`src/rtl/serial_adder_ctrl_if.sv`:
```
// Request/result bundle of the bit-serial adder sequencer.
// Optional macro SERIAL_ADD_OVF_EN adds the signed-overflow flag ovf.
interface serial_adder_ctrl_if #(
  parameter int WIDTH = 8
);
  logic             start;
  logic [WIDTH-1:0] a;
  logic [WIDTH-1:0] b;
  logic             cin_init;
  logic             busy;
  logic             done;
  logic [WIDTH-1:0] sum;
  logic             cout;
`ifdef SERIAL_ADD_OVF_EN
  logic             ovf;
`endif

  modport master (
    output start, a, b, cin_init,
    input  busy, done, sum, cout
`ifdef SERIAL_ADD_OVF_EN
    , input ovf
`endif
  );

  modport slave (
    input  start, a, b, cin_init,
    output busy, done, sum, cout
`ifdef SERIAL_ADD_OVF_EN
    , output ovf
`endif
  );
endinterface

```
`src/rtl/serial_adder_ctrl.sv`:
```
// Bit-serial addition sequencer driving one external combinational full adder, LSB first.
// Optional macro SERIAL_ADD_OVF_EN adds a registered signed-overflow flag (bus.ovf).
module serial_adder_ctrl #(
  parameter int WIDTH = 8
) (
  input  logic                   clk,
  input  logic                   rst_n,
  serial_adder_ctrl_if.slave     bus,
  output logic                   fa_x,
  output logic                   fa_y,
  output logic                   fa_cin,
  input  logic                   fa_sum,
  input  logic                   fa_cout
);
  localparam int CW = $clog2(WIDTH);
  localparam logic [CW-1:0] LAST_BIT = CW'(WIDTH - 1);

  typedef enum logic [1:0] {
    IDLE = 2'd0,
    RUN  = 2'd1,
    DONE = 2'd2
  } state_t;

  state_t           state_r;
  logic [WIDTH-1:0] a_sh_r;
  logic [WIDTH-1:0] b_sh_r;
  logic [WIDTH-1:0] s_sh_r;
  logic             carry_r;
  logic [CW-1:0]    count_r;
  logic             busy_r;
  logic             done_r;
  logic [WIDTH-1:0] sum_r;
  logic             cout_r;
`ifdef SERIAL_ADD_OVF_EN
  logic             ovf_r;
`endif

  logic             run_s;
  logic [WIDTH-1:0] s_next_s;

  assign run_s    = (state_r == RUN);
  assign s_next_s = {fa_sum, s_sh_r[WIDTH-1:1]};

  // Full-adder operands come straight from the shift registers and are forced low outside RUN.
  assign fa_x   = run_s & a_sh_r[0];
  assign fa_y   = run_s & b_sh_r[0];
  assign fa_cin = run_s & carry_r;

  assign bus.busy = busy_r;
  assign bus.done = done_r;
  assign bus.sum  = sum_r;
  assign bus.cout = cout_r;
`ifdef SERIAL_ADD_OVF_EN
  assign bus.ovf  = ovf_r;
`endif

  // Sequencer: capture on start, shift one bit per clock, publish the result on the last bit.
  always_ff @(posedge clk or negedge rst_n) begin
    if (!rst_n) begin
      state_r <= IDLE;
      a_sh_r  <= {WIDTH{1'b0}};
      b_sh_r  <= {WIDTH{1'b0}};
      s_sh_r  <= {WIDTH{1'b0}};
      carry_r <= 1'b0;
      count_r <= {CW{1'b0}};
      busy_r  <= 1'b0;
      done_r  <= 1'b0;
      sum_r   <= {WIDTH{1'b0}};
      cout_r  <= 1'b0;
`ifdef SERIAL_ADD_OVF_EN
      ovf_r   <= 1'b0;
`endif
    end else begin
      case (state_r)
        IDLE: begin
          done_r <= 1'b0;
          if (bus.start) begin
            a_sh_r  <= bus.a;
            b_sh_r  <= bus.b;
            carry_r <= bus.cin_init;
            s_sh_r  <= {WIDTH{1'b0}};
            count_r <= {CW{1'b0}};
            busy_r  <= 1'b1;
            state_r <= RUN;
          end else begin
            busy_r  <= 1'b0;
            state_r <= IDLE;
          end
        end
        RUN: begin
          s_sh_r  <= s_next_s;
          carry_r <= fa_cout;
          a_sh_r  <= {1'b0, a_sh_r[WIDTH-1:1]};
          b_sh_r  <= {1'b0, b_sh_r[WIDTH-1:1]};
          count_r <= count_r + CW'(1);
          if (count_r == LAST_BIT) begin
            sum_r   <= s_next_s;
            cout_r  <= fa_cout;
`ifdef SERIAL_ADD_OVF_EN
            // Signed overflow: carry into the MSB differs from carry out of it.
            ovf_r   <= carry_r ^ fa_cout;
`endif
            done_r  <= 1'b1;
            state_r <= DONE;
          end else begin
            state_r <= RUN;
          end
        end
        DONE: begin
          done_r  <= 1'b0;
          busy_r  <= 1'b0;
          state_r <= IDLE;
        end
        default: begin
          done_r  <= 1'b0;
          busy_r  <= 1'b0;
          state_r <= IDLE;
        end
      endcase
    end
  end
endmodule

```
`src/flat_wrapper.sv`:
```
// flat-port wrapper written by rule: the top's interface ports become plain ports
module serial_adder_ctrl_flat 
#(
  parameter int WIDTH = 8
)
  (clk, rst_n, fa_x, fa_y, fa_cin, fa_sum, fa_cout, bus_start, bus_a, bus_b, bus_cin_init, bus_busy, bus_done, bus_sum, bus_cout);
  serial_adder_ctrl_if #(.WIDTH(WIDTH)) bus_i ();
  input  logic clk;
  input  logic rst_n;
  output logic fa_x;
  output logic fa_y;
  output logic fa_cin;
  input  logic fa_sum;
  input  logic fa_cout;
  input wire logic [$bits(bus_i.start)-1:0] bus_start;
  input wire logic [$bits(bus_i.a)-1:0] bus_a;
  input wire logic [$bits(bus_i.b)-1:0] bus_b;
  input wire logic [$bits(bus_i.cin_init)-1:0] bus_cin_init;
  output wire logic [$bits(bus_i.busy)-1:0] bus_busy;
  output wire logic [$bits(bus_i.done)-1:0] bus_done;
  output wire logic [$bits(bus_i.sum)-1:0] bus_sum;
  output wire logic [$bits(bus_i.cout)-1:0] bus_cout;
  assign bus_i.start = bus_start;
  assign bus_i.a = bus_a;
  assign bus_i.b = bus_b;
  assign bus_i.cin_init = bus_cin_init;
  assign bus_busy = bus_i.busy;
  assign bus_done = bus_i.done;
  assign bus_sum = bus_i.sum;
  assign bus_cout = bus_i.cout;
  serial_adder_ctrl #(.WIDTH(WIDTH)) u_core (.clk(clk), .rst_n(rst_n), .bus(bus_i), .fa_x(fa_x), .fa_y(fa_y), .fa_cin(fa_cin), .fa_sum(fa_sum), .fa_cout(fa_cout));
endmodule
```
`config.mk`:
```
export PLATFORM = sky130hd
export DESIGN_NAME = serial_adder_ctrl_flat
export DESIGN_NICKNAME = d
export VERILOG_FILES = /design/src/rtl/serial_adder_ctrl_if.sv /design/src/rtl/serial_adder_ctrl.sv /design/src/flat_wrapper.sv
export SDC_FILE = /design/constraint.sdc
export NUM_CORES = 1
export LEC_CHECK = 0
export ABC_AREA = 1
export CORE_MARGIN = 2
export CORE_UTILIZATION = 40
export CTS_CLUSTER_SIZE = 10
export DETAILED_ROUTE_END_ITERATION = 10
export HOLD_SLACK_MARGIN = 0.03
export SLEW_MARGIN = 20
export SYNTH_ARGS = -nofsm -noshare
export SYNTH_HDL_FRONTEND = slang
export SYNTH_SLANG_ARGS = --single-unit
```
`constraint.sdc`:
```
create_clock -name clk -period 2.55 [get_ports clk]
set_clock_uncertainty 0.1 [all_clocks]
set_input_delay 0.255 -clock clk [delete_from_list [all_inputs] [get_ports clk]]
set_output_delay 0.255 -clock clk [all_outputs]
set_load 0.005 [all_outputs]
```
==> results of run 1 <==
-- routing by layer --
layer  global-route usage  vias to the layer above  wire length, µm
met3              0.05249                        5              154
met1               0.2177                      681             1766
li1                     -                      770                -
met2               0.2323                       28             1470
met4              0.06173                        0               70
met5                    0                        -                0
-- registers in the layout, indices dropped and copies added, names as in the netlist --
signal and cells:
u_core.bus.cout 1, u_core.bus.sum 8, u_core.state_r 2, u_core.bus.busy 1
u_core.carry_r 1, u_core.s_sh_r 7, u_core.a_sh_r 8, u_core.count_r 3
u_core.b_sh_r 8, u_core.bus.done 1
-- critical path, cell delays in order (launching register included) --
cell	delay, ps
sky130_fd_sc_hd__dfrtp_1	470
sky130_fd_sc_hd__nand2_2	150
sky130_fd_sc_hd__nor2_1	130
sky130_fd_sc_hd__clkdlybuf4s50_1	510
-- power by group --
group	internal (mW)	switching (mW)	total (mW)	leakage, nW
clock	0.290	0.219	0.509	0.0552
combinational	0.549	0.620	1.17	0.699
sequential	0.930	0.154	1.08	0.497
total	1.77	0.993	2.76	1.25
-- worst min-delay path by stage --
stage / from / endpoint / slack, ps / cells past startpoint
finish: u_core.bus.sum[5] / u_core.bus.sum[5] / 380 / 2
global route: u_core.b_sh_r[4] / u_core.b_sh_r[4] / 400 / 2
global placement: rst_n / u_core.bus.sum[6] / 340 / 1
floorplan: rst_n / u_core.a_sh_r[0] / -140 / 0
CTS: u_core.b_sh_r[2] / u_core.b_sh_r[2] / 390 / 2
detailed placement: rst_n / u_core.bus.sum[6] / 330 / 1
-- placed cells by master, fill, tap and decap left out --
cell and instances:
sky130_fd_sc_hd__a21oi_1 1, sky130_fd_sc_hd__buf_2 1, sky130_fd_sc_hd__buf_4 3, sky130_fd_sc_hd__bufinv_16 1, sky130_fd_sc_hd__clkbuf_1 1, sky130_fd_sc_hd__clkbuf_8 5
sky130_fd_sc_hd__clkdlybuf4s50_1 34, sky130_fd_sc_hd__clkinv_2 1, sky130_fd_sc_hd__dfrtp_1 40, sky130_fd_sc_hd__dlygate4sd3_1 1, sky130_fd_sc_hd__ha_1 2, sky130_fd_sc_hd__inv_1 42
sky130_fd_sc_hd__inv_2 2, sky130_fd_sc_hd__inv_4 1, sky130_fd_sc_hd__nand2_1 73, sky130_fd_sc_hd__nand2_2 3, sky130_fd_sc_hd__nand2_4 1, sky130_fd_sc_hd__nand3_1 30
sky130_fd_sc_hd__nor2_1 7, sky130_fd_sc_hd__nor2_4 1, sky130_fd_sc_hd__o21ai_1 10, sky130_fd_sc_hd__o21ai_2 8
-- through the flow --
stage	instances	instance area, µm²	utilization
after global routing	320	2365	0.5321
after detailed placement	311	2247	0.5056
after global placement	311	2247	0.5056
after floorplan	231	1883	-
after CTS	320	2365	0.5321
final	320	2365	0.5321
-- kinds of logic (layout without fill, tap and decap cells) --
| family | Yosys count | in the layout | synth area share |
|---|---|---|---|
| buf+inv | 55 | 92 | 0.1276 |
| flops | 40 | 40 | 0.5316 |
| fa+ha+maj | 2 | 2 | 0.01329 |
| simple gates | 115 | 115 | 0.2611 |
| compound gates | 19 | 19 | 0.06645 |
-- final cells by class --
| cell class | instances | area share |
|---|---|---|
| Tap cell | 52 | 0.02751 |
| Clock buffer | 6 | 0.03069 |
| Sequential cell | 40 | 0.4233 |
| Clock inverter | 2 | 0.01481 |
| Inverter | 45 | 0.07249 |
| Multi-Input combinational cell | 136 | 0.2714 |
| Timing Repair Buffer | 39 | 0.1598 |
-- Yosys cell counts --
cell type,n
sky130_fd_sc_hd__o21ai_2,8
sky130_fd_sc_hd__nor2_4,1
sky130_fd_sc_hd__buf_2,4
sky130_fd_sc_hd__dfrtp_1,40
sky130_fd_sc_hd__inv_2,2
sky130_fd_sc_hd__inv_1,42
sky130_fd_sc_hd__nand3_1,30
sky130_fd_sc_hd__buf_6,2
sky130_fd_sc_hd__o21ai_1,10
sky130_fd_sc_hd__nor2_1,7
sky130_fd_sc_hd__nand2_2,3
sky130_fd_sc_hd__nand2_1,73
sky130_fd_sc_hd__a21oi_1,1
sky130_fd_sc_hd__clkbuf_1,1
sky130_fd_sc_hd__inv_4,1
sky130_fd_sc_hd__nand2_4,1
sky130_fd_sc_hd__ha_1,2
sky130_fd_sc_hd__buf_4,3
==> flow_results.org, run 1 <==
** Critical path
- Worst setup startpoint :: u_core.state_r[0]
- Maximum fanout along the worst path :: 7
- The worst setup path is launched from a flop.
- Worst setup path category :: flop to output pin
- Critical Path End Type :: output pin
- The worst register-to-register path has a depth of 6.
- Data on the critical path arrives at its endpoint at 1560 ps.
- The endpoint identified for the worst register-to-register timing path is u_core.b_sh_r[0].
- Slack of the worst reg-to-reg path :: 910 ps
- The critical path ends at fa_y.
- Launch instance of the worst register-to-register path :: u_core.state_r[0]
- STA puts the critical path data required time at 2190 ps.

** Die
- The floorplan step defined a die boundary enclosing 5272 µm².
- Measured along the y axis, the die boundary spans 72.61 µm.
- Number of top-level pins :: 36
- Rows :: 24
- From left edge to right edge, the die measures 72.61 µm.
- Initial cell density of the core :: 0.4237
- After floorplanning, the core was sized to cover 4444 µm².

** Synthesis
- Fraction of the yosys area taken by sequential cells :: 0.5316
- Post-synth design cell area :: 1883 µm²
- Synthesized area per cell :: 8.152 µm²
- Number of instances in the synthesized netlist :: 231
- Summed over all instances, the cell type with the most area after synthesis is sky130_fd_sc_hd__dfrtp_1.
- Largest cells by area after synthesis :: sky130_fd_sc_hd__dfrtp_1 53%, sky130_fd_sc_hd__nand2_1 15%, sky130_fd_sc_hd__inv_1 8.4%
- The synthesized design contains 40 register bits.
- The synthesized netlist contains 18 unique library cells.
- Yosys printed 0 warnings.
- Proportion of netlist area held by the largest area contributor :: 0.5316
- Synthesis produced a netlist with a net count of 255.

** STA
- Setup repair after global routing left no endpoint under its margin.
- For the pin with the worst max-slew slack, the measured transition is 881.9 ps.
- Setup violations remaining at the end of the flow were counted as 0.
- F_max :: 522.1 MHz
- Final Worst Setup Slack :: 634.7 ps
- Hold is met by 381.1 ps.
- The routed design could run at a clock period as short as 1915 ps.
- Final Hold Viols :: 0
- Final critical-path share of the clock period :: 0.7511
- For the final routed database, the setup TNS stands at 0 ps.
- The final number of max-transition violations is 0.
- Measured against its own limit, the worst slew margin works out to 0.4121.

** Clock network
- The clock reaches the later pin of the worst-skew pair after 300 ps.
- Buffers inserted to repair hold after CTS numbered 1.
- The number of clock buffers added by TritonCTS is 5.
- In this run, post-CTS repair resized a total of 0 instances.
- H-tree levels :: 2
- In this run the clock root is driven by a sky130_fd_sc_hd__clkbuf_8.
- CTS saw 40 sinks.
- Post-CTS timing repair inserted 0 buffers for setup.
- CTS tree :: built
- In this run the deepest clock path goes through 2 buffers.
- Clock transition at the register clock pins on the worst setup and hold paths after CTS :: 70 ps

** Route
- Iteration-0 DRC Markers :: 114
- Count of vias placed by the detailed router :: 1484
- After detailed routing, the total wire length is 3462 µm.
- Using the TritonRoute via totals, the vias-per-cell ratio works out to 4.638.
- In the final routed layout, each cell accounts on average for 10.82 µm.
- ANT nets after route :: 0
- For this run, design rule violations remaining after detail routing come to 0.
- The pre-antenna-repair detailed-routing pass consisted of 4 iterations.

** Pwr
- Power spread over the standard cell area amounts to 1168 nW/µm².
- Leakage dissipation :: 1.250 nW
- Total power for the finished layout comes to 2.763 mW.
- Worst supply voltage drop on vdd :: 0.5406 mV

** Finish
- Combined area of the multi-input logic cells :: 641.9 µm²
- For this run, the post-layout net count is 291.
- Fill cell instance count of the final layout :: 440
- Syn-to-layout area delta :: 25.58%
- Count of antenna diodes in the layout :: 0
- In the final layout, the share of cells above drive strength 1 is 0.1007.
- Seq. cell area :: 1001 µm²

** Run status
- The run finished with clean final reports.

** GRT
- Antenna violations before repair :: 0
- For this run, the total global-route usage over all layers was measured as 0.1584.
- The number of global-route vias before repair came to 1414.
- GR Overflow Total :: 0
- Maximum number of pins on one net before global-route repair :: 41
- Global-route wire length before repair :: 6368 µm

** Place
- DP Worst Slack :: 911.7 ps
- Buffers placed on the I/O ports in this run total 35.
- The congestion estimate from routability-driven global placement came to 0.7487.
- Half-perimeter wire length after detailed placement :: 2294 µm

** Hold path
- Min-delay worst type :: flop to flop

** Run
- The tool flagged a number of max-cap violations equal to 0.
No activity file was read; power rests on OpenSTA's default activity.
==> inputs of run 2 (changes only) <==
PLACE_DENSITY = 0.67   (was unset)
clock period = 1.63 ns   (was 2.55 ns; I/O delays follow)
==> run 2 against run 1 <==
  * Clock-buffer cell count rose by 2
  * Design area rose by 3.1%
  * Via count rose by 1.3%
  * Cell count rose by 2.2%
  * Global-route usage rose by 0.32 points
  * Critical path depth rose by 3
  * Combinational power rose by 66%
  * First-iteration DRC count rose by 19%
  * Sequential share of layout area fell by 1.3 points
  * Non-clock buffer count rose by 7
  * Total power rose by 56%
  * Die area did not move
  * Critical path type is now flop to flop
  * Largest cell class unchanged
  * Largest power group unchanged
  * Highest routed layer unchanged
==> flow_results.org, run 2 (synthesized netlist as in run 1, its figures left out) <==
** Run status
- The run finished with clean final reports.

** Critical path
- Critical Path End Type :: flop
- The critical path arrival is 1570 ps (about the same).
- Required time of the worst setup path :: 1740 ps (-450 ps)
- The signal on the critical path passes through ha_1 -> ha_1 -> nand2_2 -> buf_12 -> nand2_1 -> o21ai_2.
- The biggest fanout along the worst timing path was 13 (+6).
- STA classifies the critical path startpoint as a flop.
- Worst setup path category :: flop to flop
- Crit path buf inv count :: 1 (unchanged)
- The biggest cell delay along the critical path was 400 ps (-110 ps).
- Library cell appearing most often on the critical path :: sky130_fd_sc_hd__ha_1
- The slowest stage of the critical path belongs to the cell sky130_fd_sc_hd__dfrtp_1.
- Grouping stages by cell kind, the critical path spends the most delay in adder cells.

** Route
- The number of detailed-routing iterations run before antenna repair is 4 (unchanged).
- Iteration-0 DRC Markers :: 136 (+19%)
- Detail-routed via count per cell :: 4.596 (-0.89%)
- After detailed routing, no signal wire sits above met4.
- Met3 WL :: 119 µm (-23%)
- The number of nets with antenna violations after detailed routing was 0 (unchanged).
- Detailed-route DRC error count :: 0 (unchanged)
- Drt wl/cell :: 11.29 µm (+4.3%)
- The routed via count came to 1503 (+1.3%).
- The post-detailed-routing wire length was 3691 µm (+6.6%).
- Routed metal-1 wire length :: 1791 µm (+1.4%)
- The detailed route wirelength on metal2 was 1716 µm (+17%).

** Pwr
- The combinational share of power is 0.451 (+0.028).
- Clock power frac :: 0.155 (-0.029)
- Design internal power :: 2.728 mW (+54%)
- Share of total power in sequential cells :: 0.394 (about the same)
- Overall power :: 4.303 mW (+56%)
- Worst supply voltage drop on vdd :: 0.6861 mV (+27%)
- The switching part of the total power came to 0.3660 (+0.006698).
- The power per unit of standard cell area is 1765 nW/µm² (+51%).
- The total net switching power was 1.575 mW (+59%).
- Leakage dissipation :: 1.299 nW (+3.9%)

** Place
- The half-perimeter wire length of the detailed placement result is 2551 µm (+11%).
- The worst setup timing slack at the placement stage is 152.6 ps (-759.0 ps).
- Port Buffer Count :: 35 (unchanged)
- The routability congestion estimate from global placement came to 0.7439 (-0.64%).

** STA
- Timing would allow up to 684.7 MHz.
- Final Worst Setup Slack :: 169.4 ps (-465.3 ps)
- The normalized max-slew margin is 0.6971 (+0.2850).
- For the finished layout, the period the worst path requires is 1461 ps.
- Number of max-slew violations in the final report :: 0 (unchanged)
- Final Hold Viols :: 0 (unchanged)
- The slew at the pin closest to its max-slew limit is 454.4 ps (-427.5 ps).
- Of the available clock period, the critical path in the final layout requires 0.8961.
- Setup violations, final :: 0 (unchanged)
- Final total negative setup slack :: 0 ps (unchanged)
- Setup repair after global routing left no endpoint under its margin.

** Clock network
- The clock input transition at the sequential cells of the worst setup and hold paths was 80 ps (about the same).
- The CTS buffer count was 5 (unchanged).
- Worst-Skew Late Latency :: 280 ps (-20 ps)
- The total number of clock tree sinks came to 40 (unchanged).
- H-tree levels :: 2 (unchanged)
- Clock Root Buffer :: sky130_fd_sc_hd__clkbuf_8
- CTS max path bufs :: 2 (unchanged)
- CTS tree :: built

** Finish
- Commonest non-fill, non-tap cells in the layout :: 73 x sky130_fd_sc_hd__nand2_1, 42 x sky130_fd_sc_hd__inv_1, 40 x sky130_fd_sc_hd__dfrtp_1
- Fill cell instance count of the final layout :: 447 (+1.6%)
- Number of nets in the final layout :: 298 (+2.4%)
- The library cell used most frequently in the layout, excluding fill and tap cells, is sky130_fd_sc_hd__nand2_1.
- From synthesis to final layout, the design area changed by 29.50%.
- Count of antenna diodes in the layout :: 0 (unchanged)
- The proportion of layout cells with a drive suffix above 1 was 0.1200 (+0.01925).

** GRT
- The sum of overflow across all layers after global routing came to 0 (unchanged).
- Maximum number of pins on one net before global-route repair :: 24 (-41%)
- The wire length of the first global-routing pass is 6561 µm (+3.0%).
- The number of antenna violations at the first check in global routing is 0 (unchanged).
- GRT Overall Usage :: 0.1616 (+0.003221)
- Vias in the first global route :: 1433 (+1.3%)

** Run
- The total of max-cap violations is 0 (unchanged).

** Die
- Die outline height :: 72.61 µm (unchanged)
- The floorplan die area is 5272 µm² (unchanged).
- Rows :: 24 (unchanged)
- Core region area :: 4444 µm² (unchanged)
- The horizontal extent of the die came to 72.61 µm (unchanged).
- The starting utilization of the core area is 0.4237 (unchanged).
- The number of top-level pins came to 36 (unchanged).

** Hold path
- Min-delay worst type :: input pin to async pin
[run 2: final cells by class]
cell class                      count  area (µm²)  area share
Timing Repair Buffer               46       464.2      0.1904
Tap cell                           52       65.06     0.02668
Clock buffer                        8       90.09     0.03694
Multi-Input combinational cell    136       646.9      0.2653
Sequential cell                    40        1001      0.4105
Inverter                           45       171.4     0.07029
[run 2: worst reg2reg max path, cell delays in order, from the launching register on]
cell                      delay (ps)
sky130_fd_sc_hd__dfrtp_1         400
sky130_fd_sc_hd__ha_1            210
sky130_fd_sc_hd__ha_1            220
sky130_fd_sc_hd__nand2_2         170
sky130_fd_sc_hd__buf_12          160
sky130_fd_sc_hd__nand2_1          70
sky130_fd_sc_hd__o21ai_2          50
[run 2: timing repair]
action                     CTS  global route
setup endpoints to repair    3             0
hold endpoints to repair    17             0
hold buffers                 1             0
buffers inserted             2             0
resized for setup            4             0
[run 2: routing by layer]
layer  track usage  vias to the layer above
li1              -                      778
met1        0.2204                      695
met2        0.2515                       25
met3       0.03315                        5
met4       0.06790                        0
met5             0                        -
[run 2: through the flow]
step / area [µm²] / hold WS, ps / cells / utilization
after CTS: 2439 / 259.4 / 327 / 0.5487
after detailed placement: 2322 / 33.40 / 316 / 0.5225
after floorplan: 1883 / -232.6 / 231 / -
after global placement: 2322 / 29.86 / 316 / 0.5225
after global routing: 2439 / 283.1 / 327 / 0.5487
final: 2439 / 254.1 / 327 / 0.5487
[run 2: power by group through the flow]
| stage | combinational [mW] | clock, mW | sequential, mW |
|---|---|---|---|
| floorplan | 1.26 | 0 | 1.67 |
| global placement | 1.94 | 0 | 1.70 |
| detailed placement | 1.98 | 0 | 1.71 |
| CTS | 1.98 | 0.686 | 1.69 |
| global route | 2.24 | 0.728 | 1.76 |
| finish | 1.94 | 0.665 | 1.70 |
[run 2: final timing paths]
kind                                    from                 to  slack, ps  depth (start not counted)
min                                    rst_n  u_core.state_r[1]        250                          2
max                        u_core.count_r[0]  u_core.bus.sum[6]        170                          6
min reg2reg                u_core.bus.sum[5]  u_core.bus.sum[5]        380                          2
max reg2reg                u_core.count_r[0]  u_core.bus.sum[6]        170                          6
min in group clk                    bus_b[7]   u_core.b_sh_r[7]        320                          3
max in group asynchronous              rst_n   u_core.a_sh_r[7]        700                          3
==> RTL change (config.mk and constraints of run 1) <==
Add an input register stage for `fa_sum`, without a reset; this delays it by one clock. The other inputs are not delayed to match.
--- a/src/rtl/serial_adder_ctrl.sv
+++ b/src/rtl/serial_adder_ctrl.sv
@@ -21,6 +21,12 @@
     DONE = 2'd2
   } state_t;
 
+  logic fa_sum_q;
+
+  always_ff @(posedge clk) begin
+    fa_sum_q <= fa_sum;
+  end
+
   state_t           state_r;
   logic [WIDTH-1:0] a_sh_r;
   logic [WIDTH-1:0] b_sh_r;
@@ -39,7 +45,7 @@
   logic [WIDTH-1:0] s_next_s;
 
   assign run_s    = (state_r == RUN);
-  assign s_next_s = {fa_sum, s_sh_r[WIDTH-1:1]};
+  assign s_next_s = {fa_sum_q, s_sh_r[WIDTH-1:1]};
 
   // Full-adder operands come straight from the shift registers and are forced low outside RUN.
   assign fa_x   = run_s & a_sh_r[0];
Check against the original RTL: not equivalent (a bounded check fails within 10 cycles, from zero or initial values and one cycle with rst_n low).
==> RTL change against run 1 <==
- synthesized area fell by 0.73%
- synthesized cell count fell by 6.1%
- final area fell by 2.7%
- routed wire length rose by 3.4%
- via count fell by 5.5%
- first-iteration DRC count did not move
- register-to-register slack got worse by 0.13 ns
- sequential cell count rose by 1
- power fell by 7.4%
- worst setup slack got worse by 0.24 ns
- critical path depth did not move
- largest power group is now registers
==> RTL change: results (changes against run 1) <==
Synthesis
  – Seq/Total Area, Yosys: 0.5462 (+0.01462)
  – Register bit total from synthesis: 41 (+2.5%)
  – Top cells by count, synth: 102 x nand2_1, 40 x dfrtp_1, 20 x nand3_1
  – Post-Syn Nets: 241 (-5.5%)
  – Syn Inst Count: 217 (-6.1%)

Global route
  – Number of global-route vias before repair: 1379 (-2.5%)
  – Met1 GRT Util: 0.2217 (+0.003982)
  – Global Route met2 Usage: 0.2273 (-0.005004)
  – Global-route wire length before repair: 6.265 mm (-1.6%)
  – Total Routing Usage GR: 0.1533 (-0.005072)

Final layout
  – Final-stage net count: 277 (-4.8%)
  – Inverters: 13 (-71%)
  – FF/Latch Area: 1021 µm² (+2.0%)
  – # clk buffers: 5 (-1)
  – Buffering overhead: 0.1642 (+0.004431)
  – Multi-input gates: 153 (+13%)
  – # fillers: 432 (-1.8%)
  – Layout cell share with drive strength beyond 1: 0.1142 (+0.01343)

Outcome
  – Outcome: finished, final reports clean

Power and ir drop
  – Clock Power: 0.410 mW (-19%)
  – Switching Share: 0.3717 (+0.01233)
  – Worst VDD drop: 500.4 µV (-7.4%)

Place
  – Inst Count DP: 297 (-4.5%)
  – Hpwl dp: 2.349 mm (+2.4%)

Drt
  – DRT Wirelength: 3.579 mm (+3.4%)
  – Routed length on met2: 1.527 mm (+3.9%)
  – Vias/cell: 4.585 (-1.1%)
  – Met1 WL: 1.894 mm (+7.2%)

Hold path
  – Min-delay src: fa_sum
  – WHS Path Cells: 1 (-1)

Setup path
  – Worst endpoint data arrival time: 1.80 ns (+0.24 ns)
  – Reg2Reg Setup Slack: 0.78 ns (-0.13 ns)

Clocking
  – Clk_lat worst skew: 0.28 ns (-0.02 ns)

Timing
  – Hold_ws: 0.3117 ns (-0.06941 ns)
  – Slew margin rel.: 0.4210 (+0.008862)
-- RTL change: worst max path at each step --
stage                       from         endpoint  slack, ns  cells past startpoint
5_1_grt        u_core.state_r[0]             fa_x       0.22                      3
4_1_cts        u_core.state_r[0]             fa_x       0.37                      3
2_1_floorplan  u_core.count_r[0]  u_core.bus.cout       1.20                      6
3_5_place_dp   u_core.state_r[0]             fa_x       0.71                      3
6_report       u_core.state_r[0]             fa_x       0.39                      3
3_3_place_gp   u_core.state_r[0]             fa_x       0.71                      3
-- RTL change: metrics by stage --
step | utilization | cell area (µm²) | worst slack [ns]
final | 0.5213 | 2301 | 0.3913
after global routing | 0.5213 | 2301 | 0.2160
after detailed placement | 0.4994 | 2205 | 0.7082
after CTS | 0.5213 | 2301 | 0.3731
after floorplan | - | 1869 | 1.204
after global placement | 0.4994 | 2205 | 0.7122
-- RTL change: critical path, stage by stage, from the launching register on --
cell and delay (ns):
dfrtp_1 0.58, nand2_4 0.27, nor2_1 0.16, clkdlybuf4s50_1 0.51
